==> src/rtl/btb_upd_pkg.sv <==
// Shared types for the BTB update queue: operation encoding, entry layout and
// the resolved-branch classifier.
package btb_upd_pkg;

  localparam int BTB_PC_BITS = 32;

  typedef enum logic {
    BTB_OP_WRITE = 1'b0,
    BTB_OP_INVAL = 1'b1
  } btb_op_e;

  typedef struct packed {
    btb_op_e                op;
    logic [BTB_PC_BITS-1:0] pc;
    logic [BTB_PC_BITS-1:0] target;
  } btb_upd_entry_t;

  typedef struct packed {
    logic    valid;
    btb_op_e op;
  } btb_cls_t;

  // target_miss is the caller's predicted-vs-actual target comparison
  function automatic btb_cls_t btb_classify(input logic taken, input logic pred_hit,
                                            input logic target_miss);
    btb_cls_t c;
    c.valid = 1'b0;
    c.op    = BTB_OP_WRITE;
    if (taken && (!pred_hit || target_miss)) begin
      c.valid = 1'b1;
    end else if (!taken && pred_hit) begin
      c.valid = 1'b1;
      c.op    = BTB_OP_INVAL;
    end
    return c;
  endfunction

endpackage

==> src/rtl/btb_upd_fifo.sv <==
// DEPTH-entry FIFO of BTB operations with occupancy count, synchronous flush
// and an optional in-place update port that targets the youngest non-head match.
module btb_upd_fifo
  import btb_upd_pkg::*;
#(
  parameter int DEPTH   = 4,
  parameter int PC_BITS = 32,
  parameter bit MERGE   = 1'b0
) (
  input  logic                   clk,
  input  logic                   rst_n,
  input  logic                   flush,
  input  logic                   push,
  input  logic                   merge,
  input  btb_op_e                push_op,
  input  logic [PC_BITS-1:0]     push_pc,
  input  logic [PC_BITS-1:0]     push_target,
  input  logic                   pop,
  output btb_op_e                head_op,
  output logic [PC_BITS-1:0]     head_pc,
  output logic [PC_BITS-1:0]     head_target,
  output logic [$clog2(DEPTH):0] count,
  output logic                   full,
  output logic                   empty,
  output logic                   merge_hit
);

  localparam int AW = $clog2(DEPTH);
  localparam int CW = AW + 1;

  btb_op_e             op_q  [DEPTH];
  logic [PC_BITS-1:0]  pc_q  [DEPTH];
  logic [PC_BITS-1:0]  tgt_q [DEPTH];
  logic [AW-1:0]       rd_ptr;
  logic [AW-1:0]       wr_ptr;
  logic [AW-1:0]       merge_idx;

  assign full        = (count == CW'(DEPTH));
  assign empty       = (count == '0);
  assign head_op     = op_q[rd_ptr];
  assign head_pc     = pc_q[rd_ptr];
  assign head_target = tgt_q[rd_ptr];

  // Head is skipped because it may be on the BTB port this very cycle;
  // ascending scan leaves the youngest match selected.
  always_comb begin
    merge_hit = 1'b0;
    merge_idx = rd_ptr;
    if (MERGE) begin
      for (int k = 1; k < DEPTH; k++) begin
        if (k < int'(count) && pc_q[rd_ptr + AW'(k)] == push_pc) begin
          merge_hit = 1'b1;
          merge_idx = rd_ptr + AW'(k);
        end
      end
    end
  end

  always_ff @(posedge clk or negedge rst_n) begin
    if (!rst_n) begin
      for (int i = 0; i < DEPTH; i++) begin
        op_q[i]  <= BTB_OP_WRITE;
        pc_q[i]  <= '0;
        tgt_q[i] <= '0;
      end
    end else if (merge) begin
      op_q[merge_idx]  <= push_op;
      tgt_q[merge_idx] <= push_target;
    end else if (push) begin
      op_q[wr_ptr]  <= push_op;
      pc_q[wr_ptr]  <= push_pc;
      tgt_q[wr_ptr] <= push_target;
    end
  end

  always_ff @(posedge clk or negedge rst_n) begin
    if (!rst_n) begin
      rd_ptr <= '0;
      wr_ptr <= '0;
      count  <= '0;
    end else if (flush) begin
      rd_ptr <= '0;
      wr_ptr <= '0;
      count  <= '0;
    end else begin
      if (pop)  rd_ptr <= rd_ptr + 1'b1;
      if (push) wr_ptr <= wr_ptr + 1'b1;
      count <= count + CW'(push) - CW'(pop);
    end
  end

endmodule

==> src/rtl/btb_update_queue.sv <==
// Classifies resolved branches into BTB writes/invalidations and drains them one
// per cycle. Define BTB_UPD_MERGE_EN to fold repeat reports for a queued PC in place.
module btb_update_queue
  import btb_upd_pkg::*;
#(
  parameter int PC_BITS = 32,
  parameter int DEPTH   = 4
) (
  input  logic                   clk,
  input  logic                   rst_n,
  input  logic                   res_valid,
  output logic                   res_ready,
  input  logic [PC_BITS-1:0]     res_pc,
  input  logic [PC_BITS-1:0]     res_target,
  input  logic                   res_taken,
  input  logic                   res_pred_hit,
  input  logic [PC_BITS-1:0]     res_pred_target,
  input  logic                   flush,
  input  logic                   btb_stall,
  output logic                   wr_en,
  output logic [PC_BITS-1:0]     orig_pc,
  output logic [PC_BITS-1:0]     target_pc,
  output logic                   invalidate,
  output logic [PC_BITS-1:0]     pc_invalid,
  output logic [$clog2(DEPTH):0] pending
);

`ifdef BTB_UPD_MERGE_EN
  localparam bit MERGE_EN = 1'b1;
`else
  localparam bit MERGE_EN = 1'b0;
`endif

  btb_cls_t            cls;
  btb_op_e             head_op;
  logic [PC_BITS-1:0]  head_pc;
  logic [PC_BITS-1:0]  head_target;
  logic                full;
  logic                empty;
  logic                cam_hit;
  logic                merge_hit;
  logic                accept;
  logic                push;
  logic                merge;
  logic                pop;

  assign cls       = btb_classify(res_taken, res_pred_hit, res_pred_target != res_target);
  assign merge_hit = cam_hit & cls.valid;
  assign res_ready = !full | merge_hit;
  assign accept    = res_valid & res_ready;
  assign merge     = accept & merge_hit;
  assign push      = accept & cls.valid & !merge_hit;
  assign pop       = !empty & !btb_stall;

  btb_upd_fifo #(
    .DEPTH   (DEPTH),
    .PC_BITS (PC_BITS),
    .MERGE   (MERGE_EN)
  ) u_fifo (
    .clk         (clk),
    .rst_n       (rst_n),
    .flush       (flush),
    .push        (push),
    .merge       (merge),
    .push_op     (cls.op),
    .push_pc     (res_pc),
    .push_target (res_target),
    .pop         (pop),
    .head_op     (head_op),
    .head_pc     (head_pc),
    .head_target (head_target),
    .count       (pending),
    .full        (full),
    .empty       (empty),
    .merge_hit   (cam_hit)
  );

  // Strobes come straight off the registered head; data ports are don't-care while stalled
  assign wr_en      = pop & (head_op == BTB_OP_WRITE);
  assign invalidate = pop & (head_op == BTB_OP_INVAL);
  assign orig_pc    = head_pc;
  assign target_pc  = head_target;
  assign pc_invalid = head_pc;

endmodule

==> config.mk <==
export PLATFORM = sky130hd
export DESIGN_NAME = btb_update_queue
export DESIGN_NICKNAME = d
export VERILOG_FILES = /design/src/rtl/btb_upd_pkg.sv /design/src/rtl/btb_upd_fifo.sv /design/src/rtl/btb_update_queue.sv
export SDC_FILE = /design/constraint.sdc
export NUM_CORES = 1
export LEC_CHECK = 0
export BUFFER_PORTS_ARGS = -buffer_cell sky130_fd_sc_hd__buf_2
export CAP_MARGIN = 20
export CORE_ASPECT_RATIO = 0.9
export CORE_MARGIN = 1.5
export CORE_UTILIZATION = 35
export DETAILED_ROUTE_END_ITERATION = 6
export HOLD_SLACK_MARGIN = 0.1
export PLACE_DENSITY = 0.57
export RECOVER_POWER = 100
export SLEW_MARGIN = 20
export SYNTH_ARGS = -nofsm -noshare
export SYNTH_HDL_FRONTEND = slang
export SYNTH_SLANG_ARGS = --single-unit
==> constraint.sdc <==
create_clock -name clk -period 7.1 [get_ports clk]
set_input_delay 0.355 -clock clk [delete_from_list [all_inputs] [get_ports clk]]
set_output_delay 0.355 -clock clk [all_outputs]
set_load 0.05 [all_outputs]
# Word level (Yosys, flattened, before mapping)
# Index checks and enable logic that the tools add are counted.
# op_classes
add_sub_neg	4
magnitude_cmp	3
n_eq_ne	2
n_mux	24
bitwise	8
reduce_logical	12
# op_table
op	count
$bwmux W128	2
$mux W32	5
$bmux W32 S2	2
$demux W32 S2	1
$ne A32 B32 Y1	1
$mux W2	5
$ge A3 B3 Y1 const B	2
$not A2 Y3	2
$and A1 B1 Y1	5
$logic_not A1 Y1	5
$mux W1	5
$add A2 B1 Y2 const B	2
$bwmux W4	1
$reduce_bool A2 Y1	2
$add A3 B1 Y3	1
$eq A3 B3 Y1 const B	1
$logic_and A1 B1 Y1	3
$logic_not A3 Y1	1
$lt A3 B1 Y1 const B	1
$mux W3	1
$sub A3 B1 Y3	1
$bmux W1 S2	1
$demux W1 S2	1
$logic_or A1 B1 Y1	1
$not A1 Y1	1
# totals
reg_bits	267
input_bits	103
out_inout_bits	102

# Depth between registers and ports, before layout
# Gate-level depths: netlist of the first run.
# logic_depth
word_depth	8
mapped_depth	13
mapped_depth_nobuf	13

# Hierarchy
# Synthesis of the first run repeated with hierarchy kept, for this count alone.
# unflattened
hier_cells	763
area_unflattened_um2	12321.8
# by_module_without_submodules
module	instances	cells_each	area_per_inst_um2	seq_area_each_um2
btb_upd_fifo	1	678	11672.4	6681.4
btb_update_queue	1	85	649.4	0.0

# Worst setup path after synthesis of the first run
# OpenSTA, ideal clock, no wires.
# synth_path
path_type	input-to-reg
startpoint	input port res_target[27]
endpoint	register u_fifo.count[2]
setup_time_ps	119
arrival_ps	2973
t_required_ps	6981
setup_slack_ps	4008
cell_stages	13
path_cell_list	xor2_1 or4_1 nor4_2 a41oi_4 and2_1 inv_1 ha_1 inv_1 ha_1 inv_1 fa_1 xnor2_1 nor2_1
# synth_via
elab_chain_len	8
# synth_rtl
item	line_no	source
start, declared	btb_update_queue.sv:14	input logic [PC_BITS-1:0] res_target,
$ne A32 B32 Y1	btb_update_queue.sv:47	assign cls = btb_classify(res_taken, res_pred_hit, res_pred_target != res_target);
$logic_or A1 B1 Y1	btb_upd_pkg.sv:29	if (taken && (!pred_hit || target_miss)) begin
$logic_and A1 B1 Y1	btb_upd_pkg.sv:29	
$mux W1	btb_upd_pkg.sv:29	
$and A1 B1 Y1	btb_update_queue.sv:52	assign push = accept & cls.valid & !merge_hit;
$add A3 B1 Y3	btb_upd_fifo.sv:88	count <= count + CW'(push) - CW'(pop);
$sub A3 B1 Y3	btb_upd_fifo.sv:88	
$mux W3	btb_upd_fifo.sv:81	end else if (flush) begin
end signal, assigned	btb_upd_fifo.sv:88	
end, declared	btb_upd_fifo.sv:22	output logic [$clog2(DEPTH):0] count,
# Every way passes these cells.
# A chain may end at the register's enable or synchronous reset.

# Worst setup path in the final report of the first run
# layout_path
startpoint	register u_fifo.rd_ptr[0] (netlist: u_fifo.merge_idx[0])
endpoint	output port pc_invalid[18]
# layout_via
elab_chain_len	4
# layout_rtl
item	line_no	source
start, declared	btb_upd_fifo.sv:34	logic [AW-1:0] rd_ptr;
start signal, assigned	btb_upd_fifo.sv:86	if (pop) rd_ptr <= rd_ptr + 1'b1;
$not A2 Y3 (implied by the code)	btb_upd_fifo.sv:41	assign head_pc = pc_q[rd_ptr];
$bmux W32 S2	btb_upd_fifo.sv:41	
$mux W32 (implied by the code) (2 in series)	btb_upd_fifo.sv:41	
end, declared	btb_update_queue.sv:24	output logic [PC_BITS-1:0] pc_invalid,
# Every way passes these cells. The select of a mux whose other input is x is not followed.

==> results of run 1 <==
[cell type report]
cell class | count | area, um2 | share of cell area
clock buffer | 42 | 867 | 0.0574
sequential | 267 | 6690 | 0.443
timing repair buffer | 274 | 1630 | 0.108
inverter | 9 | 33.8 | 0.00224
tap | 469 | 587 | 0.0388
multi-input combinational | 426 | 5120 | 0.339
clock inverter | 14 | 179 | 0.0118
antenna | 3 | 7.51 | 0.000497
[synthesized netlist by cell type, drive strengths merged]
| cell | number |
|---|---|
| or4 | 7 |
| nor4 | 2 |
| buf | 65 |
| fa | 1 |
| clkbuf | 6 |
| a41oi | 1 |
| o22ai | 4 |
| nor3 | 3 |
| and3 | 4 |
| ha | 6 |
| inv | 9 |
| nand3 | 3 |
| mux2 | 256 |
| nand4 | 5 |
| xnor2 | 22 |
| nor2b | 1 |
| xor2 | 14 |
| nor2 | 8 |
| a21oi | 6 |
| a21o | 2 |
| a21boi | 4 |
| and2 | 3 |
| dfrtp | 267 |
| nand2 | 9 |
| mux4 | 65 |
[worst max path at each step]
stage,slack (ns),cells past startpoint,to,startpoint
5_1_grt,1.49,3,pc_invalid[4],u_fifo.merge_idx[0]$_DFFE_PN0P_
4_1_cts,3.15,9,u_fifo.pc_q[33]$_DFFE_PN0P_,res_target[23]
3_5_place_dp,3.11,8,u_fifo.pc_q[33]$_DFFE_PN0P_,res_target[23]
3_3_place_gp,3.15,8,u_fifo.tgt_q[119]$_DFFE_PN0P_,res_target[23]
2_1_floorplan,4.01,13,u_fifo.count[2]$_DFF_PN0_,res_target[27]
6_report,2.06,3,pc_invalid[18],u_fifo.merge_idx[0]$_DFFE_PN0P_
[cell usage in the layout (no fill, tap or decap), drive strengths merged]
cell,synthesis,routed
dfrtp,267,267
mux2,256,256
buf,65,157
clkbuf,6,98
mux4,65,65
dlygate4sd3,0,61
xnor2,22,22
xor2,14,14
inv,9,10
nand2,9,9
nor2,8,8
clkinv,0,8
or4,7,7
a21oi,6,6
ha,6,6
nand4,5,5
and3,4,4
a21boi,4,4
o22ai,4,4
bufinv,0,4
diode,0,3
nor3,3,3
nand3,3,3
and2,3,3
a21o,2,2
nor4,2,2
a41oi,1,1
nor2b,1,1
fa,1,1
clkinvlp,0,1
[logic make-up after synthesis]
kind of cell | count (synthesis)
compound gates | 17
xor+xnor | 36
fa+ha+maj | 7
buf+inv | 80
flops | 267
mux | 321
simple gates | 45
[through the flow]
stage | total power [W] | util | worst slack [ns] | area, um2
2_1_floorplan | 0.00554 | - | 4.01 | 12400
3_3_place_gp | 0.00611 | 0.387 | 3.15 | 13600
3_5_place_dp | 0.00616 | 0.387 | 3.11 | 13600
4_1_cts | 0.00784 | 0.434 | 3.15 | 15200
5_1_grt | 0.00808 | 0.431 | 1.49 | 15100
6_report | 0.00768 | 0.431 | 2.06 | 15100
[layer usage]
metal | up-vias | track usage | routed length (um)
met5 | - | 0 | 26
met4 | 4 | 0.0307 | 467
met3 | 35 | 0.0384 | 1450
met2 | 163 | 0.266 | 13700
met1 | 3863 | 0.213 | 13100
li1 | 3314 | - | -
[power groups by stage]
stage	clock network, W	registers, W	logic (W)
5_1_grt	0.00173	0.00260	0.00375
2_1_floorplan	0	0.00239	0.00316
3_5_place_dp	0	0.00254	0.00362
6_report	0.00162	0.00251	0.00355
3_3_place_gp	0	0.00252	0.00358
4_1_cts	0.00167	0.00252	0.00365
[sequential cells by signal (all words and copies together) (netlist names)]
name              count
u_fifo.op_q           4
u_fifo.tgt_q        128
u_fifo.merge_idx      2
u_fifo.wr_ptr         2
u_fifo.pc_q         128
u_fifo.count          3
==> results.tsv, run 1 <==
metric	value	unit
status	finished with violations	
failed_checks	capacitance limit, slew limit	
switching_share	0.429	
synthAdderAreaFrac	0.00764	
arrival	4.68	ns
rr_worst_depth	6	
cts_sinks	267	
cp_top_family	flip-flops	
synth_area_leaders	dfrtp_1 (54%), mux2_2 (21%), mux4_2 (12%), mux2_1 (2.4%), buf_6 (2.2%)	
pwr-share-seq	0.327	
clkLatencyLatePin	0.56	ns
maxSlewViolCount	329	
rsz0062_at_grt	false	
min_to	u_fifo.tgt_q[37]$_DFFE_PN0P_	
fp.dieW	202	um
p_int	0.00439	W
leakagePower	6.72	nW
crit_path_start_kind	flop	
dpl.hpwl	18100	um
yosys.area_share.simple	0.0222	
p_sw	0.00329	W
clockBufferDepth	3	
synth_xor_xnor_area_share	0.0253	
tightestPinTransition	3.30	ns
n_fill_cell	3251	
first_pass_iters	5	
finalHoldViolCount	0	
io_pins	205	
worstPathRequired	6.74	ns
stdcell_count	1504	
vias	7379	
synth_area	0.0124	mm2
yosys_warnings	0	
critPathMaxFanout	37	
synth_top_family_by_area	multiplexers	
yosysTopAreaCellShare	0.537	
slew_headroom	-1.20	
maxCapViolCount	6	
nNetsFinal	1118	
whs	0.123	ns
grt_pass1_vias	7790	
synthCells	773	
totalWireLength	28800	um
avgViaCountPerCell	4.91	
setup_viol	0	
antenna_found_initial	4	
critPathMaxStageDelay	1.75	ns
ant_nets	0	
post-route-drc-count	0	
ys_types	30	
hold_path.class	in -> reg	
io_buffers	204	
gp_congestion	0.734	
min-delay-start	res_target[5]	
overflow	0	
setup.worst_path.class	reg -> out	
cts_tree	built	
timing.rr.start	u_fifo.count[1]$_DFF_PN0_	
ys_ff_latch	267	
clock_skew	0.0153	ns
die_height	182	um
path_clk_slew	0.06	ns
comb_power_share	0.462	
slowest_stage	dfrtp_1	
post-place-cells	1384	
ys_seq_area_frac	0.537	
critPathBufInv	2	
fp.dieArea	0.0367	mm2
grt_pass1_wl	45800	um
fin_crit	5.04	ns
numCtsBuffers	30	
reg2reg_slack	3.56	ns
fin_crit_sh	0.709	
power_frac_clock	0.211	
grt_start_max_net_pins	128	
timing.fmax	199	MHz
syn_nets	883	
pwr_density_cell	509	mW/mm2
start_util	0.355	
finalSetupTns	0	ns
syn2layout_area_growth	21.4	%
worstHoldPathCells	2	
r2r-end	u_fifo.pc_q[33]$_DFFE_PN0P_	
wl_per_cell	19.2	um
synthMuxAreaShare	0.349	
grt_usage	0.160	
cts_setup_buffers	0	
drive_gt1_frac	0.492	
synth_compound_area_frac	0.0103	
first_iter_violations	224	
ir_drop	0.285	mV
cts_root_buffer	clkbuf_16	
critical_path.cell_chain	clkbuf_2, mux4_2, clkbuf_1	
design.core.area	0.0351	mm2
hold_buffers	61	
end_kind	output pin	
yosysTopAreaCell	dfrtp_1	
cts_htree_levels	1	
ctsResizeCount	0	
rows	65	
avgSynthCellArea	16.1	um2
Note: power is estimated with default switching activity, not from simulation.
==> run 2, diff against run 1 <==
==> constraint.sdc (replaced) <==
create_clock -name clk -period 4.85 [get_ports clk]
set_input_delay 0.2425 -clock clk [delete_from_list [all_inputs] [get_ports clk]]
set_output_delay 0.2425 -clock clk [all_outputs]
set_load 0.05 [all_outputs]
==> run 2 against run 1 <==
The run still ends with capacitance limit, slew limit left. Total power rose by 46%. Sequential share of layout area is 0.44 points lower. Combinational power grew 47%. Highest routed layer unchanged. First-iteration DRC count up 33%. Largest cell class unchanged. Utilization grew 0.44 points. Die area unchanged. Flip-flop and latch count stayed put. Cell area increased by 1.0%.
==> results.tsv, run 2 (synthesis results as in run 1) <==
metric	value	unit	change
post-route-drc-count	0		unchanged
critPathMaxFanout	35		-5.4%
maxCapViolCount	2		-4
dpl.hpwl	18100	um	+0.33%
status	finished with violations		
slowest_stage	dfrtp_1		
pwr_density_cell	734	mW/mm2	+44%
cts_root_buffer	clkbuf_16		
timing.fmax	250	MHz	
path_clk_slew	0.06	ns	about the same
place_area	0.0136	mm2	+0.55%
io_pins	205		unchanged
critPathMaxStageDelay	1.91	ns	+0.16 ns
setup_viol	0		unchanged
antenna_found_initial	3		-1
maxSlewViolCount	188		-43%
wl_per_cell	19.0	um	-0.63%
cts_setup_buffers	0		unchanged
grt_usage	0.160		+0.000560
ir_drop	0.370	mV	+30%
grt_pass1_vias	7936		+1.9%
arrival	3.76	ns	-0.92 ns
start_util	0.355		unchanged
rows	65		unchanged
ant_nets	0		unchanged
cp_top_family	flip-flops		
design.core.area	0.0351	mm2	unchanged
critical_path.cell_chain	buf_12, mux4_2, clkbuf_1		
finalHoldViolCount	0		unchanged
tightestPinTransition	2.33	ns	-0.972 ns
drive_gt1_frac	0.492		about the same
numCtsBuffers	31		+3.3%
worstPathRequired	4.61	ns	-2.13 ns
totalWireLength	28800	um	-0.10%
final_common_cell	dfrtp_1		
ctsResizeCount	0		unchanged
first_iter_violations	297		+33%
fin_crit_sh	0.824		
critPathBufInv	2		unchanged
fin_area	0.0153	mm2	+1.0%
syn2layout_area_growth	22.6	%	
end_kind	output pin		
gp_congestion	0.721		-1.7%
finalPower	0.0112	W	+46%
cts_htree_levels	1		unchanged
die_height	182	um	unchanged
cts_sinks	267		unchanged
io_buffers	204		unchanged
failed_checks	capacitance limit, slew limit		
grt_pass1_wl	46300	um	+1.0%
hold_path.class	in -> reg		
grt_start_max_net_pins	155		+21%
crit_path_start_kind	flop		
setup.worst_path.class	reg -> out		
clkLatencyLatePin	0.55	ns	about the same
avgViaCountPerCell	4.91		about the same
slew_headroom	-0.555		+0.648
fp.dieArea	0.0367	mm2	unchanged
leakagePower	6.78	nW	+0.94%
vias	7417		+0.51%
final_cell_mix	dfrtp_1 (266), mux2_2 (230), buf_2 (154), dlygate4sd3_1 (70), mux4_2 (65)		
reg.largest.list	u_fifo.pc_q (128), u_fifo.tgt_q (128), u_fifo.op_q (4)		
clockBufferDepth	3		unchanged
finalSetupTns	0	ns	unchanged
first_pass_iters	4		-1
rsz0062_at_grt	false		
clock_skew	0.0168	ns	+0.00151 ns
cts_tree	built		
fp.dieW	202	um	unchanged
fin_crit	4.00	ns	
nNetsFinal	1128		+0.89%
overflow	0		unchanged
==> run 2: area by class of cell <==
cell class	count	area, um2
Antenna cell	1	2.50
Clock buffer	47	926
Clock inverter	10	90.1
Fill cell	3279	19800
Inverter	9	33.8
Multi-Input combinational cell	426	5140
Sequential cell	267	6690
Tap cell	469	587
Timing Repair Buffer	283	1790
==> run 2: per-layer routing <==
metal / GRT usage / wire length [um] / up-vias / part of all wire
met5: 0 / 21 / - / 0.00073
met4: 0.0328 / 506 / 4 / 0.018
met3: 0.0361 / 1510 / 44 / 0.052
met2: 0.267 / 13700 / 179 / 0.47
met1: 0.215 / 13100 / 3866 / 0.45
li1: - / - / 3324 / -
==> run 2: what timing repair did <==
item,in CTS,in global routing
hold buffers,70,0
endpoints found under the hold margin,344,0
setup endpoints to repair,0,0
==> run 2: report_power, final <==
group	leakage (nW)	switching [W]	internal, W
clock network	0.494	0.000928	0.00136
registers	3.33	0.000530	0.00315
logic	2.96	0.00338	0.00184
total	6.78	0.00484	0.00636
==> run 2: worst min-delay path, stage by stage <==
cell	delay, ns
buf_2	0.12
and2_1	0.18
nand3_1	0.09
a21oi_1	0.06
==> run 2: worst paths after layout <==
check	from	cells past startpoint	end	slack (ns)
setup / recovery	u_fifo.merge_idx[0]$_DFFE_PN0P_	3	orig_pc[10]	0.85
hold / removal	res_valid	4	u_fifo.wr_ptr[0]$_DFFE_PN0P_	0.18
setup reg to reg	u_fifo.merge_idx[0]$_DFFE_PN0P_	3	u_fifo.merge_idx[1]$_DFFE_PN0P_	2.36
hold reg to reg	u_fifo.tgt_q[24]$_DFFE_PN0P_	1	u_fifo.tgt_q[24]$_DFFE_PN0P_	0.49
max in group asynchronous	rst_n	3	u_fifo.merge_idx[1]$_DFFE_PN0P_	1.69
min in group asynchronous	rst_n	2	u_fifo.pc_q[119]$_DFFE_PN0P_	0.26
==> run 2: metrics by stage <==
stage	utilization	instances	hold WS, ns	worst slack [ns]
floorplan	-	773	-0.0531	1.87
global placement	0.389	1384	0.259	1.23
detailed placement	0.389	1384	0.256	1.26
CTS	0.438	1511	0.153	1.27
global route	0.435	1511	0.198	0.527
finish	0.435	1512	0.183	0.852
